==> src/rtl/mux_scan_sequencer.sv <==
// mux_scan_sequencer: walks the 4:1 selector's select lines, captures each channel and hands off a 4-bit snapshot.
module mux_scan_sequencer #(
  parameter int SETTLE = 1
) (
  input  logic       clk,
  input  logic       rst,
  input  logic       start,
  input  logic       o,
  output logic       x,
  output logic       y,
  output logic       busy,
  output logic [3:0] data,
  output logic       valid,
  input  logic       ready
);
  localparam int CW = $clog2(SETTLE) + 1;
  typedef enum logic [1:0] {IDLE, SCAN, OUT} state_t;
  state_t     r_state;
  logic [1:0] r_ch;
  logic [CW-1:0] r_cnt;
  logic       r_x, r_y, r_busy, r_valid;
  logic [3:0] r_data;
  logic       w_last;
  logic [1:0] w_nch;
  assign w_last = r_cnt == CW'(SETTLE - 1);
  assign w_nch  = r_ch + 2'd1;
  assign {x, y, busy, valid, data} = {r_x, r_y, r_busy, r_valid, r_data};
  // w_nch wraps to 0 after channel 3, so the select returns to 00 on entering OUT
  always_ff @(posedge clk) begin
    if (rst) begin
      r_state <= IDLE;
      r_ch    <= '0;
      r_cnt   <= '0;
      r_x     <= 1'b0;
      r_y     <= 1'b0;
      r_busy  <= 1'b0;
      r_valid <= 1'b0;
      r_data  <= '0;
    end else begin
      case (r_state)
        IDLE: if (start) begin
          r_state <= SCAN;
          r_ch    <= '0;
          r_cnt   <= '0;
          r_busy  <= 1'b1;
        end
        SCAN: if (w_last) begin
          r_data[r_ch] <= o;
          r_cnt        <= '0;
          r_ch         <= w_nch;
          {r_x, r_y}   <= w_nch;
          if (r_ch == 2'd3) begin
            r_state <= OUT;
            r_valid <= 1'b1;
          end
        end else begin
          r_cnt <= r_cnt + CW'(1);
        end
        OUT: if (ready) begin
          r_valid <= 1'b0;
          r_ch    <= '0;
          r_cnt   <= '0;
          r_busy  <= start;
          r_state <= start ? SCAN : IDLE;
        end
        default: r_state <= IDLE;
      endcase
    end
  end
endmodule

==> config.mk <==
export PLATFORM = sky130hd
export DESIGN_NAME = mux_scan_sequencer
export DESIGN_NICKNAME = d
export VERILOG_FILES = /design/src/rtl/mux_scan_sequencer.sv
export SDC_FILE = /design/constraint.sdc
export NUM_CORES = 1
export LEC_CHECK = 0
export CAP_MARGIN = 20
export CORE_AREA = 3 3 40 42
export CTS_BUF_LIST = sky130_fd_sc_hd__clkbuf_4
export CTS_CLUSTER_DIAMETER = 120
export DETAILED_ROUTE_END_ITERATION = 8
export DIE_AREA = 0 0 43 45
export DONT_BUFFER_PORTS = 1
export RECOVER_POWER = 100
export SLEW_MARGIN = 30
export SYNTH_ARGS = -nofsm -noshare
export SYNTH_HDL_FRONTEND = slang
export SYNTH_SLANG_ARGS = --single-unit
==> constraint.sdc <==
create_clock -name clk -period 2.4 [get_ports clk]
set_clock_uncertainty 0.15 [all_clocks]
set_input_delay 0.48 -clock clk [delete_from_list [all_inputs] [get_ports clk]]
set_output_delay 0.48 -clock clk [all_outputs]
set_load 0.005 [all_outputs]
* Word-level counts from Yosys, hierarchy flattened
Cells that the tools add are included.
** Cells by class
- Reductions and logical operators :: 11
- Eq/ne operators :: 7
- Bitwise gates (word level) :: 1
- Add/sub/neg operators :: 2
- Magnitude comparators :: 2
- Muxes and demuxes :: 23
** Operators with widths (number)
- 2-bit two-way mux :: 7
- 2-bit case mux with 3 select lines :: 2
- 4-bit AND reduction :: 3
- 1-bit two-way mux :: 9
- 2-bit inequality test, second input constant :: 4
- 3-bit AND reduction :: 2
- 4-bit bitwise mux :: 1
- 2-bit == test, second input constant :: 2
- 1-bit case mux with 2 select lines :: 2
- 2-bit nonzero test :: 2
- 2-bit by 3-bit < comparator with 1-bit output, second input constant :: 1
- 1-bit case mux with 3 select lines :: 1
- 3-bit nonzero test :: 1
- 2-bit by 1-bit adder with 2-bit output, second input constant :: 1
- 1-bit demux with 2-bit select :: 1
- 2-bit by 1-bit == test with 1-bit output, second input constant :: 1
- 2-bit by 1-bit >= comparator with 1-bit output, second input constant :: 1
- 2-bit zero test :: 1
- 2-bit AND reduction :: 1
- 1-bit adder, second input constant :: 1
- 1-bit logical AND :: 1
- 1-bit inverter :: 1
** Word-level totals
- Word-level logic and storage cells :: 54
- Bits in registers :: 13
- Output and inout bits :: 8
- Input bits :: 5

* Depth between registers and ports, before layout
Gate-level depths: netlist (run 1).
- Depth in word-level cells :: 5
- Depth in mapped cells :: 5
- Mapped depth without buffers :: 5

* Worst setup path after synthesis (run 1)
OpenSTA, ideal clock, no wires.
- Path type :: register to register
- From :: register r_ch[0]
- To :: register r_data[0], in the netlist data[0]
- Required time :: 2.122 ns
- Period minus slack after synthesis :: 1.197 ns
- Setup slack :: 1.203 ns
- Library setup time :: 0.128 ns
- Stages on the path, launching flop included :: 6
- Data arrival time :: 0.920 ns
- Path buffers :: 0
- Cell sequence :: dfxtp_1 inv_2 ha_1 nand3b_1 mux2i_1 nor2_1
** On the way
- Word-level cells in the longest chain between the ends :: 5
- Elaborated cells on any way between the ends :: 6
- Those cells by class :: order compare: 2; mux: 3; reduce/logical: 1
** RTL lines
- from (decl) :: line 19 : logic [1:0] r_ch;
- from (signal assigned) :: line 50 : r_ch <= w_nch;
- 2-bit by 3-bit < comparator with 1-bit output (implied by the code) or 2-bit by 1-bit >= comparator with 1-bit output (tied branches) :: line 48 : r_data[r_ch] <= o;
- 1-bit logical AND (implied by the code) :: line 48
- 1-bit two-way mux (implied by the code) :: line 48
- 1-bit demux with 2-bit select (*) :: line 48
- 4-bit bitwise mux (*) :: line 48
- to (signal, indexed assignment) :: line 48
- to (decl) :: line 22 : logic [3:0] r_data;
Every way passes the cells marked *; elsewhere a longest branch is shown, timed or not.
A chain may end at the register's enable or synchronous reset.

* Final worst setup path (run 1)
- From :: register r_state[0]
- To :: register r_ch[0]
** On the way
- Word-level cells in the longest chain between the ends :: 3
- Elaborated cells on any way between the ends :: 9
- Those cells by class :: eq/ne: 5; mux: 1; reduce/logical: 3
** RTL lines
- from (decl) :: line 18 : state_t r_state;
- from (signal assigned) :: line 64 : r_state <= start ? SCAN : IDLE;
- 2-bit by 1-bit == test with 1-bit output, or another cell as far along :: line 40 : case (r_state)
- 2-bit inequality test (no line) or 3-bit nonzero test (tied branches)
- 4-bit AND reduction (no line)
Parallel ways exist; a longest one is shown, timed or not.

==> qor.yml, run 1 <==
postLayoutSetupSlackWorst_ns: 1.03
core_area_um2: 1280
critPathKind: "reg2reg"
first_global_vias: 408
htree_levels: 1
synth-xor-area-share: 0
antenna_found_initial: 0
finalMaxSlewViolations: 0
avgRoutedWirePerCell_um: 13.4
ios: 13
maxCapViolations: 0
ys_seq_area_frac: 0.409
finalInstanceArea_um2: 606
finalCriticalPeriod_ns: 1.37
period_share: 0.571
clock_latency_ns: 0.27
critPathMaxFanout: 14
drive_gt1_frac: 0.0794
gp_congestion: 0.698
start_util: 0.457
wl_met3_um: 76
dieArea_um2: 1940
area_delta_synth_final_pct: 3.20
track_usage: 0.127
ir_drop_uv: 237
cp_cell_sequence: "nor2_1 > o32ai_1 > a2111oi_2"
cts_resized: 0
syn_area_per_cell_um2: 9.46
synthMuxAreaShare: 0.0853
cts_tree: "yes"
maxSlewHeadroom: 0.716
startpoint: "r_state[0]$_SDFFE_PP0P_"
yosys.area_share.simple: 0.220
hold_path_startpoint: "rst"
cts_setup_buffers: 0
grt-ovfl-total: 0
dr.max_layer_used: "met4"
syn_inst: 62
status: "completed"
hold_viol_final: 0
synth_compound_area_frac: 0.136
dr_wl_met2_um: 450
synth_adder_area_share: 0.0853
synth_top_family_by_area: "simple AND/OR/NAND/NOR gates"
setup_violations: 0
synthDistinctLibCells: 22
hold_buffers: 0
worst_pin_slew_ns: 0.426
numPortBuffers: 0
via_count: 419
synth_top_cell_by_area: "dfxtp_1"
diodes: 0
grt_max_degree: 15
fin_tns_setup_ns: 0
fmax_mhz: 730
nNetsFinal: 73
synth_top_area_frac: 0.409
die_height_um: 45
drtIter0Drc: 15
vias_per_cell: 5.37
min_path_type: "in2reg"
ys_ff_latch: 12
cts_buffer_depth: 2
rows: 13
dr.pass1.iters: 4
yosys_warnings: 0
r2r_start: "r_state[0]$_SDFFE_PP0P_"
hold_slack_ns: 0.115
critPathLaunchType: "flop"
drtAntennaViolNets: 0
clk_pin_slew_ns: 0.08
slowest_stage: "dfxtp_1"
die_width_um: 43
route.detailed.drc: 0
postPlaceCellArea_um2: 579
powerDensity_nw_per_um2: 629
grt_pass1_wl_um: 1790
dp_slack_ns: 1.04
dpl.hpwl_um: 754
critical_path.endpoint_type: "flop"
m1WireLength_um: 509
synth_area_leaders: "dfxtp_1, ha_1, mux2i_1"
root_buffer: "clkbuf_4"
rsz0062_at_grt: "false"
wirelength_um: 1050
synth_nets: 71
numCtsBuffers: 3
synthesis.area_um2: 587
required_ns: 2.40
clock_sinks: 12
p_leak_uw: 0.000254
arrival_ns: 1.37
critPathMaxStageDelay_ns: 0.58
critical path, delay by kind of cell, from the launching register on:
kind | cells | cell delay, ns
AOI/OAI and AO/OA | 2 | 0.39
DFF | 1 | 0.58
and+or+nand+nor | 1 | 0.13
cell usage after synthesis:
library cell  instances
nor2_1                9
o32ai_1               1
buf_6                 2
dfxtp_1              12
mux2i_1               5
nand2_1               3
inv_2                 1
nand2_2               1
o211ai_1              1
inv_1                 2
nand3b_1              6
nor2b_1               2
nand2b_1              2
a311oi_1              1
and2b_1               1
a2bb2oi_1             1
o21ai_1               3
ha_1                  4
clkbuf_1              1
a31oi_1               1
a21oi_1               2
a2111oi_2             1
per-layer routing:
metal  GRT usage  vias to the layer above
met3      0.0478                        2
met1       0.174                      190
met4      0.0904                        0
met2       0.162                       14
met5           0                        -
li1            -                      213
report_power, final:
group	switching [uW]	internal, uW
clock	67.2	60.1
sequential	12.2	209
combinational	16.7	16.1
total	96.1	285
layout by cell type (no fill, tap or decap):
master     synthesis  routed
nand2_2            1       1
clkbuf_4           0       3
nand2b_1           2       2
nand2_1            3       3
dfxtp_1           12      12
nand3b_1           6       6
a2111oi_2          1       1
a31oi_1            1       1
o32ai_1            1       1
nor2_1             9       9
a311oi_1           1       1
nor2b_1            2       2
o211ai_1           1       1
ha_1               4       4
o21ai_0            0       2
o21ai_1            3       1
mux2i_1            5       5
clkinv_1           0       1
inv_1              2       3
a21oi_1            2       2
and2b_1            1       1
a2bb2oi_1          1       1
flip-flops by register name, summed over array words and instances, names as in the netlist:
name	count
x	1
valid	1
data	4
y	1
r_state	2
r_ch	2
busy	1
layout make-up:
cell class	instances	area (um^2)
multi-input combinational	44	309
fill	129	679
inverter	3	11.3
clock inverter	1	3.75
clock buffer	3	22.5
sequential	12	240
tap	15	18.8
through the flow:
| step | utilization | total power (uW) | cells |
|---|---|---|---|
| after floorplan | - | 256 | 62 |
| after global placement | 0.451 | 257 | 74 |
| after detailed placement | 0.451 | 259 | 74 |
| after CTS | 0.471 | 388 | 78 |
| after global routing | 0.471 | 399 | 78 |
| final | 0.471 | 381 | 78 |
worst paths after layout:
check | endpoint | slack, ns | cells after the start
max | r_ch[0]$_SDFFE_PP0P_ | 1.03 | 3
min | r_ch[1]$_SDFFE_PP0P_ | 0.12 | 1
max reg2reg | r_ch[0]$_SDFFE_PP0P_ | 1.03 | 3
min reg2reg | x$_SDFFE_PP0N_ | 0.32 | 2
cell families (layout without fill, tap and decap cells):
logic type,Yosys count,after routing
muxes,5,5
buffers and inverters,6,7
AOI/OAI and AO/OA,11,11
DFF,12,12
adders and majority gates,4,4
and+or+nand+nor,24,24
Note: power is estimated with default switching activity, not from simulation.
==> inputs of run 2 (changes only) <==
==> constraint.sdc (replaced) <==
create_clock -name clk -period 1.15 [get_ports clk]
set_clock_uncertainty 0.15 [all_clocks]
set_input_delay 0.23 -clock clk [delete_from_list [all_inputs] [get_ports clk]]
set_output_delay 0.23 -clock clk [all_outputs]
set_load 0.005 [all_outputs]
==> run 2 against run 1 <==
  * The flow now finishes with violations (hold timing, setup timing)
  * Cell count grew 13%
  * Highest routed layer unchanged
  * Global-route usage grew 1.9 points
  * First-iteration DRC count shrank 47%
  * Combinational power grew to 3.4 times the previous value
  * Worst hold slack lost 0.26 ns
  * Sequential cell count is the same
  * Sequential power grew 110%
  * Largest power group unchanged
  * Critical path depth grew 1
  * Total power grew 120%
  * Die area is the same
  * Utilization grew 10 points
==> qor.yml, run 2 (synthesis results as in run 1) <==
vias_per_cell: 5.26  # -2.1%
area_delta_synth_final_pct: 25.4
core_area_um2: 1280  # unchanged
critical_path.endpoint_type: "flop"
root_buffer: "clkbuf_4"
die_height_um: 45  # unchanged
finalCriticalPeriod_ns: 1.19  # -0.180 ns
ios: 13  # unchanged
clock_latency_ns: 0.28  # about the same
critPathLaunchType: "flop"
finalMaxSlewViolations: 0  # unchanged
wirelength_um: 1200  # +15%
min_path_type: "in2reg"
powerDensity_nw_per_um2: 1140  # +82%
die_width_um: 43  # unchanged
grt_max_degree: 13  # -2
grt_pass1_wl_um: 2040  # +14%
clock_sinks: 12  # unchanged
mostFrequentLayoutCell: "buf_4"
required_ns: 1.20  # -1.20 ns
critPathKind: "reg2reg"
drtAntennaViolNets: 0  # unchanged
start_util: 0.457  # unchanged
setup_violations: 7  # +7
worst_pin_slew_ns: 0.337  # -0.0881 ns
p_leak_uw: 0.000305  # +20%
drive_gt1_frac: 0.370  # +0.290
hold_slack_ns: -0.143  # -0.258 ns
n_fill_cell: 124  # -3.9%
ir_drop_uv: 530  # +120%
nNetsFinal: 83  # +14%
status: "finished with violations"
fin_tns_setup_ns: -0.142  # -0.142 ns
maxSlewHeadroom: 0.774  # +0.0584
cts_tree: "yes"
clk_pin_slew_ns: 0.08  # about the same
route.detailed.drc: 0  # unchanged
track_usage: 0.146  # +0.0189
dr.pass1.iters: 2  # -2
largest_reg_flops: 4  # unchanged
diodes: 0  # unchanged
finalInstanceArea_um2: 736  # +21%
dpl.hpwl_um: 811  # +7.5%
arrival_ns: 1.24  # -0.13 ns
numPortBuffers: 0  # unchanged
total_power_uw: 841  # +120%
hold_viol_final: 12  # +12
critPathMaxFanout: 4  # -10
rsz0062_at_grt: "true"
cts_buffer_depth: 2  # unchanged
maxCapViolations: 0  # unchanged
layout_common_cells: "buf_4, nor2_1, dfxtp_1, nand3b_1, mux2i_1"
post-route-util: 0.573  # +0.101
postPlaceCellArea_um2: 649  # +12%
drtIter0Drc: 8  # -7
period_share: 1.04  # +0.464
dieArea_um2: 1940  # unchanged
grt-ovfl-total: 0  # unchanged
first_global_vias: 469  # +15%
antenna_found_initial: 0  # unchanged
postLayoutSetupSlackWorst_ns: -0.0409  # -1.07 ns
fmax_mhz: 840  # +15%
gp_congestion: 0.744  # +6.7%
htree_levels: 1  # unchanged
via_count: 463  # +11%
violations: "hold timing, setup timing"
rows: 13  # unchanged
numCtsBuffers: 3  # unchanged
avgRoutedWirePerCell_um: 13.6  # +1.7%
run 2: cell types whose count changed in the layout (fill, tap and decap cells not counted), sizes merged:
cell  delta
buf     +10
run 2: repair_timing:
action / 4_1_cts / 5_1_grt
endpoints found under the setup margin: 11 / 10
pin swaps: 3 / 3
hold endpoints to repair: 12 / 12
setup buffers: 1 / 0
gates resized for setup: 14 / 2
run 2: per-stage QoR:
step / worst slack, ns / instances
finish: -0.0409 / 88
CTS: -0.0294 / 88
detailed placement: -0.0733 / 83
global route: -0.0953 / 88
floorplan: -0.00243 / 62
global placement: -0.0606 / 83
run 2: where the power goes:
group,internal [uW],switching [uW],total [uW]
Clock,126,144,270
Sequential,435,23.5,458
Combinational,61.3,51.1,112
run 2: area by class of cell:
| class | instances | area (um^2) | share of cell area |
|---|---|---|---|
| clock buffer | 3 | 22.5 | 0.0306 |
| clock inverter | 1 | 3.75 | 0.00510 |
| inverter | 3 | 16.3 | 0.0221 |
| multi-input combinational | 44 | 349 | 0.474 |
| sequential | 12 | 250 | 0.340 |
| tap | 15 | 18.8 | 0.0255 |
| timing repair buffer | 10 | 75.1 | 0.102 |
run 2: worst paths after layout:
path,depth (start not counted),endpoint,startpoint,slack [ns]
setup / recovery,4,r_ch[1]$_SDFFE_PP0P_,r_ch[1]$_SDFFE_PP0P_,-0.04
hold reg to reg,2,x$_SDFFE_PP0N_,x$_SDFFE_PP0N_,0.32
setup reg to reg,4,r_ch[1]$_SDFFE_PP0P_,r_ch[1]$_SDFFE_PP0P_,-0.04
hold / removal,1,r_state[0]$_SDFFE_PP0P_,rst,-0.14
run 2: layer usage:
metal,routed length [um],track usage,part of all wire
met5,0,0,0
met4,20,0.0904,0.017
met3,83,0.0598,0.069
met2,564,0.225,0.47
met1,533,0.170,0.44
run 2: worst max-delay path: stages, from the launching register on:
cell and delay, ns:
dfxtp_4 0.39, inv_4 0.05, ha_4 0.25, nand3b_1 0.10, a31oi_1 0.18
